## src/rtl/psum_sram_acc_rw.sv

```systemverilog
// psum_sram_acc_rw
// Simple-dual-port partial-sum buffer with an in-memory accumulate mode.
// Each write either overwrites or adds lane-wise to the stored word, under a
// per-lane mask. The write path is a 2-stage read-modify-write pipeline:
//   S1 (edge E)  : capture the request and fetch the old word (forwarded).
//   S2 (cycle)   : combine old word and data; commit at edge E+1.
// The read port has 1-cycle latency and bypasses the commit happening at the
// same edge, so a read sampled at E sees every write sampled at E-1 or earlier.
//
// Optional build macro: PSUM_SAT_EN -- accumulate saturates each lane instead
// of wrapping modulo 2^LANE_W. Overwrite behaviour is unaffected.
//
// Ports:
//   CLK        clock, rising edge
//   reset      synchronous active-high reset (array contents are kept)
//   wen        write request
//   acc        1 = accumulate (old + D), 0 = overwrite
//   w_A        write address
//   lane_mask  per-lane write enable
//   D          write data, lane i = D[i*LANE_W +: LANE_W]
//   ren        read request
//   r_A        read address
//   Q          registered read data (0 for out-of-range addresses)
//   q_valid    high for the cycle after an accepted read
module psum_sram_acc_rw #(
   parameter int LANES  = 8,
   parameter int LANE_W = 16,
   parameter int DEPTH  = 16,
   parameter int AW     = 4
) (
   input  logic                    CLK,
   input  logic                    reset,
   input  logic                    wen,
   input  logic                    acc,
   input  logic [AW-1:0]           w_A,
   input  logic [LANES-1:0]        lane_mask,
   input  logic [LANES*LANE_W-1:0] D,
   input  logic                    ren,
   input  logic [AW-1:0]           r_A,
   output logic [LANES*LANE_W-1:0] Q,
   output logic                    q_valid
);

   localparam int W = LANES * LANE_W;

   logic [W-1:0] mem [DEPTH];

   // S1 registers
   logic             vld_p1;
   logic             acc_p1;
   logic [AW-1:0]    addr_p1;
   logic [LANES-1:0] mask_p1;
   logic [W-1:0]     data_p1;
   logic [W-1:0]     old_p1;

   // S2 result, committed at the next edge when vld_p1 is set
   logic [W-1:0]     new_p2;

   // Forwarded fetches for the write pipeline and the read port
   logic [W-1:0]     wr_old;
   logic [W-1:0]     rd_word;

   function automatic logic in_range(input logic [AW-1:0] a);
      return (32'(a) < DEPTH);
   endfunction

   function automatic logic [LANE_W-1:0] lane_add(input logic signed [LANE_W-1:0] a,
                                                  input logic signed [LANE_W-1:0] b);
`ifdef PSUM_SAT_EN
      logic signed [LANE_W:0] s;
      s = {a[LANE_W-1], a} + {b[LANE_W-1], b};
      // Overflow when the extra sign bit disagrees with the result sign bit.
      if (s[LANE_W] != s[LANE_W-1])
         return s[LANE_W] ? {1'b1, {(LANE_W-1){1'b0}}} : {1'b0, {(LANE_W-1){1'b1}}};
      return s[LANE_W-1:0];
`else
      return a + b;
`endif
   endfunction

   // Fetches see the commit happening at the same edge, so back-to-back
   // accumulates to one address and read-after-commit both use fresh data.
   // A valid S1 entry is always in range, so an address match implies in range.
   always_comb begin
      wr_old = '0;
      if (vld_p1 && addr_p1 == w_A)
         wr_old = new_p2;
      else if (in_range(w_A))
         wr_old = mem[w_A];
   end

   always_comb begin
      rd_word = '0;
      if (vld_p1 && addr_p1 == r_A)
         rd_word = new_p2;
      else if (in_range(r_A))
         rd_word = mem[r_A];
   end

   // ---- S1: capture request and old word ----
   always_ff @(posedge CLK) begin
      if (reset) begin
         vld_p1  <= 1'b0;
         acc_p1  <= 1'b0;
         addr_p1 <= '0;
         mask_p1 <= '0;
         data_p1 <= '0;
         old_p1  <= '0;
      end else begin
         // Out-of-range writes never become valid, so they are dropped.
         vld_p1 <= wen && in_range(w_A);
         if (wen) begin
            acc_p1  <= acc;
            addr_p1 <= w_A;
            mask_p1 <= lane_mask;
            data_p1 <= D;
            old_p1  <= wr_old;
         end
      end
   end

   // ---- S2: per-lane merge ----
   always_comb begin
      new_p2 = old_p1;
      for (int i = 0; i < LANES; i++) begin
         if (mask_p1[i]) begin
            if (acc_p1)
               new_p2[i*LANE_W +: LANE_W] = lane_add(old_p1[i*LANE_W +: LANE_W],
                                                     data_p1[i*LANE_W +: LANE_W]);
            else
               new_p2[i*LANE_W +: LANE_W] = data_p1[i*LANE_W +: LANE_W];
         end
      end
   end

   // ---- Commit: array write (contents survive reset, pending commit does not) ----
   always_ff @(posedge CLK) begin
      if (!reset && vld_p1)
         mem[addr_p1] <= new_p2;
   end

   // ---- Read port ----
   always_ff @(posedge CLK) begin
      if (reset) begin
         Q       <= '0;
         q_valid <= 1'b0;
      end else begin
         q_valid <= ren;
         if (ren)
            Q <= rd_word;
      end
   end

endmodule

```

## config.mk

```make
export PLATFORM = sky130hd
export DESIGN_NAME = psum_sram_acc_rw
export DESIGN_NICKNAME = d
export VERILOG_FILES = /design/src/rtl/psum_sram_acc_rw.sv
export SDC_FILE = /design/constraint.sdc
export NUM_CORES = 2
export LEC_CHECK = 0
export CAP_MARGIN = 20
export CELL_PAD_IN_SITES_DETAIL_PLACEMENT = 1
export CELL_PAD_IN_SITES_GLOBAL_PLACEMENT = 2
export CORE_MARGIN = 4
export CORE_UTILIZATION = 40
export CTS_BUF_LIST = sky130_fd_sc_hd__clkbuf_2
export CTS_CLUSTER_SIZE = 12
export DETAILED_ROUTE_END_ITERATION = 7
export GPL_TIMING_DRIVEN = 0
export PLACE_DENSITY = 0.73
export SLEW_MARGIN = 20
export SYNTH_ARGS = -nofsm -noshare
export SYNTH_HDL_FRONTEND = slang
export SYNTH_SLANG_ARGS = --single-unit
```

## constraint.sdc

```tcl
create_clock -name CLK -period 15.8 [get_ports CLK]
set_input_delay 3.16 -clock CLK [delete_from_list [all_inputs] [get_ports CLK]]
set_output_delay 3.16 -clock CLK [all_outputs]
set_load 0.05 [all_outputs]
```

Word-level counts from Yosys, hierarchy flattened --
Memory sizes are Yosys's and may differ from the RTL's. A register that Yosys moved wholly into a read port is not among the register bits. Cells that the tools add are included.
Cells by class: reduce and logical (&&, ||, !) cells 2, muxes and demuxes 18, divide/modulo/power cells 0, bitwise operators 0, add/subtract/negate cells 8, magnitude comparators 0, shifts and indexed selects 0, eq/ne operators 0, multipliers 0
Operator list (number):
- 2-to-1 mux 16 bit | 16
- adder 16 bit | 8
- 2-to-1 mux 1 bit | 2
- logical AND 1 bit | 1
- logical NOT 1 bit | 1
Storage, ports and cells: register bits 143, word-level logic and storage cells 35, memories 1, latch bits 0, output and inout bits 129, memory bits (writable) 2048, memory bits (read-only) 0, input port bits 149
Memory list:
- mem | depth 16, bits a word 128, read ports 2, clocked after Yosys merged registers in 2, wr ports 1, line 46 | logic [W-1:0] mem [DEPTH];

Logic depth before layout (Yosys ltp) --
depth after elaboration 4, mapped depth 11, depth with buffers taken out 11

Least setup slack after synthesis --
Ideal clock, no wire load.
path kind input -> register, start point in reset, end point mem mem[0][0] (netlist name) (enable), buffers on the path 0, path slack 2.724 ns, library setup time 0.772 ns, data arrival time 12.304 ns, stages 3, required time 15.028 ns, path through nand2b_1 or3_1 nor3_1
Between the ends: longest elaborated chain between the ends 4
Ends and longest elaborated chain:
- from (decl) | line 32 | input logic reset,
- logical NOT 1 bit | line 138 | if (!reset && vld_p1)
- logical AND 1 bit | line 138
- 2-to-1 mux 1 bit | line 138
- 2-to-1 mux 1 bit (implied by the code) | line 139 | mem[addr_p1] <= new_p2;
- to (decl) | line 46
No other way between the ends.

Final worst setup path --
start point reg Q[28] (read register of mem), end point out Q[28]
RTL lines:
- from (decl) | line 40 | output logic [LANES*LANE_W-1:0] Q,
No word-level cell between the ends.

==> impl_metrics.toml <==
[power_and_ir_drop]
worst_ir_drop_vdd_uv = 68.1
power_leakage_uw = 0.0469
p_per_area_nw_per_um2 = 104
total_power_uw = 14100

[routing]
initialDrtViolationCount = 12500
wl_um = 509000
wl_per_cell_um = 40.6
route.vias.total = 81700
drc = 0
drt_pass1_iterations = 6
ant_nets = 0
vias_per_cell = 6.53

[synth]
synth_edf_count = 2048
ys_types = 89
ys_seq_elements = 2447
postSynthAreaPerCell_sq_um = 17.1
ys.flop_type = "edfxtp_1"
yosys_warnings = 0
syn_nets = 7087
synth_seq_area_share = 0.597
ys_async_sr_fraction = 0
syn_inst = 6810
netlist_area_sq_um = 116000

[global_route]
grt_pass1_vias = 83000
grt_max_degree = 19
grt_first_pass_wirelength_um = 686000
grt.total_usage = 0.333
antenna_found_initial = 57
grt-ovfl-total = 0

[status]
status = "complete, no violations"

[layout]
n_fill_cell = 28300
final_cell_mix = "2048 x edfxtp_1, 1248 x mux4_2, 1051 x clkbuf_2"
drive_gt1_frac = 0.353
nets = 8317
final_common_cell = "edfxtp_1"
multi_input_area_sq_um = 45000
seq_area_sq_um = 69500
area_delta_synth_final_pct = 17.0

[floorplan]
die-area_sq_um = 300000
die_width_um = 547
start_util = 0.403
ios = 278
num_rows = 197
core_area_sq_um = 289000
die_y_um = 547

[worst_setup_path]
cp_top_family = "buffers and inverters"
cp.arrival_ns = 3.69
cpPeakStageDelay_ns = 0.92
cp_cell_sequence = "clkdlybuf4s50_1"
worstSetupEndpointType = "output port"
rr_worst_depth = 9
rr_endpoint = "mem[8][12]$_DFFE_PP_"
r2r_slack_ns = 11.11
r2r_start = "old_p1[7]$_SDFFE_PP0P_"
critPathMaxFanout = 2
path_class = "reg2out"
cpMaxStageDelayCell = "clkdlybuf4s50_1"
cp-start-kind = "flip-flop"
cp.required_ns = 12.64
crit_buf_inv = 1

[placed_design]
dp_slack_ns = 8.51
io_buffers = 270
hpwl_um = 373000
place_congestion = 0.944

[job]
maxCapViolCount = 0

[clock_tree]
path_clk_slew_ns = 0.10
cts_resized = 0
clock_path_buffers = 4
cts_tree = "yes"
clock-root-buffer = "clkbuf_2"
post_cts_buffers = 0
h-tree-depth = 6
holdBufCountCts = 0
cts_buffers = 649
cts_sinks = 2447
clk_latency_ns = 2.20

[timing]
period_share = 0.433
rsz0062_at_grt = "no"
fin_skew_ns = 0.159
timing.final.hold_violations = 0
fin_setup_tns_ns = 0
setup_viol = 0
tightest_slew_ns = 1.34
relSlewSlack = 0.105
whs_ns = 0.488
worst_slack_ns = 8.95
fin_crit_ns = 6.85
timing.fmax_ghz = 0.146
drv_slew = 0

[min_path]
hold_class = "reg2reg"
hold_path_depth = 2
holdPathEnd = "Q[21]$_SDFFE_PP0P_"
hp-start = "Q[21]$_SDFFE_PP0P_"
[through the flow]
step,instance area (sq um),utilization,instances
after floorplan,116000,-,6810
after global placement,124000,0.429,11000
after detailed placement,130000,0.449,11300
after CTS,136000,0.470,12500
after global routing,136000,0.471,12500
final,136000,0.471,12500
[cell usage after synthesis (62+ instances only)]
cell         n  share of area
a21oi_1    208         0.0089
o21ai_0    137         0.0059
mux4_2    1248           0.24
buf_2      141         0.0061
a311oi_1   120         0.0090
inv_1       62         0.0020
a211oi_1   139         0.0090
nor2_1     550          0.018
ha_1       120          0.013
nand2_1    363          0.012
clkbuf_1   298         0.0096
dfxtp_1    399          0.069
edfxtp_1  2048           0.53
mux2i_1    271          0.023
buf_1       69         0.0022
[metal layers]
| metal | part of all wire | GRT usage |
|---|---|---|
| met1 | 0.35 | 0.421 |
| met2 | 0.44 | 0.498 |
| met3 | 0.13 | 0.111 |
| met4 | 0.069 | 0.200 |
| met5 | 0.0016 | 0 |
[kinds of logic (layout without fill, tap and decap cells)]
logic type / Yosys count / in the layout / synth area share
AOI/OAI and AO/OA: 888 / 888 / 0.0531
xor gates and xnor gates: 78 / 78 / 0.00587
adders and majority gates: 128 / 128 / 0.0143
buffers and inverters: 586 / 2359 / 0.0209
DFF: 2447 / 2447 / 0.597
muxes: 1532 / 1532 / 0.266
other: 0 / 57 / 0
and+or+nand+nor: 1151 / 1151 / 0.0424
[registers in the layout, indices dropped and copies added, names as in the netlist]
signal	flops
q_valid	1
mem	2048
vld_p1	1
mask_p1	8
acc_p1	1
old_p1	128
data_p1	128
addr_p1	4
Q	128
[power breakdown]
part	switching, uW	internal (uW)
clock network	2970	1820
logic	1300	702
registers	128	7180
[worst max-delay path by stage]
| stage | start | endpoint | slack [ns] | cells past startpoint |
|---|---|---|---|---|
| global route | Q[28]$_SDFFE_PP0P_ | Q[28] | 8.90 | 1 |
| floorplan | reset | mem[0][0]$_DFFE_PP_ | 2.72 | 3 |
| detailed placement | w_A[2] | old_p1[60]$_SDFFE_PP0P_ | 8.51 | 8 |
| finish | Q[28]$_SDFFE_PP0P_ | Q[28] | 8.95 | 1 |
| global placement | reset | mem[8][32]$_DFFE_PP_ | -13.87 | 4 |
| CTS | Q[106]$_SDFFE_PP0P_ | Q[106] | 8.74 | 1 |
[area by class of cell]
class                      count  share of cell area
antenna                       57             0.00105
buffer                       522              0.0172
clock buffer                 950              0.0349
clock inverter               244              0.0107
inverter                      64             0.00176
multi-input combinational   3777               0.330
sequential                  2447               0.510
tap                         3880              0.0357
timing repair buffer         579              0.0579
No activity file was read; power rests on OpenSTA's default activity.
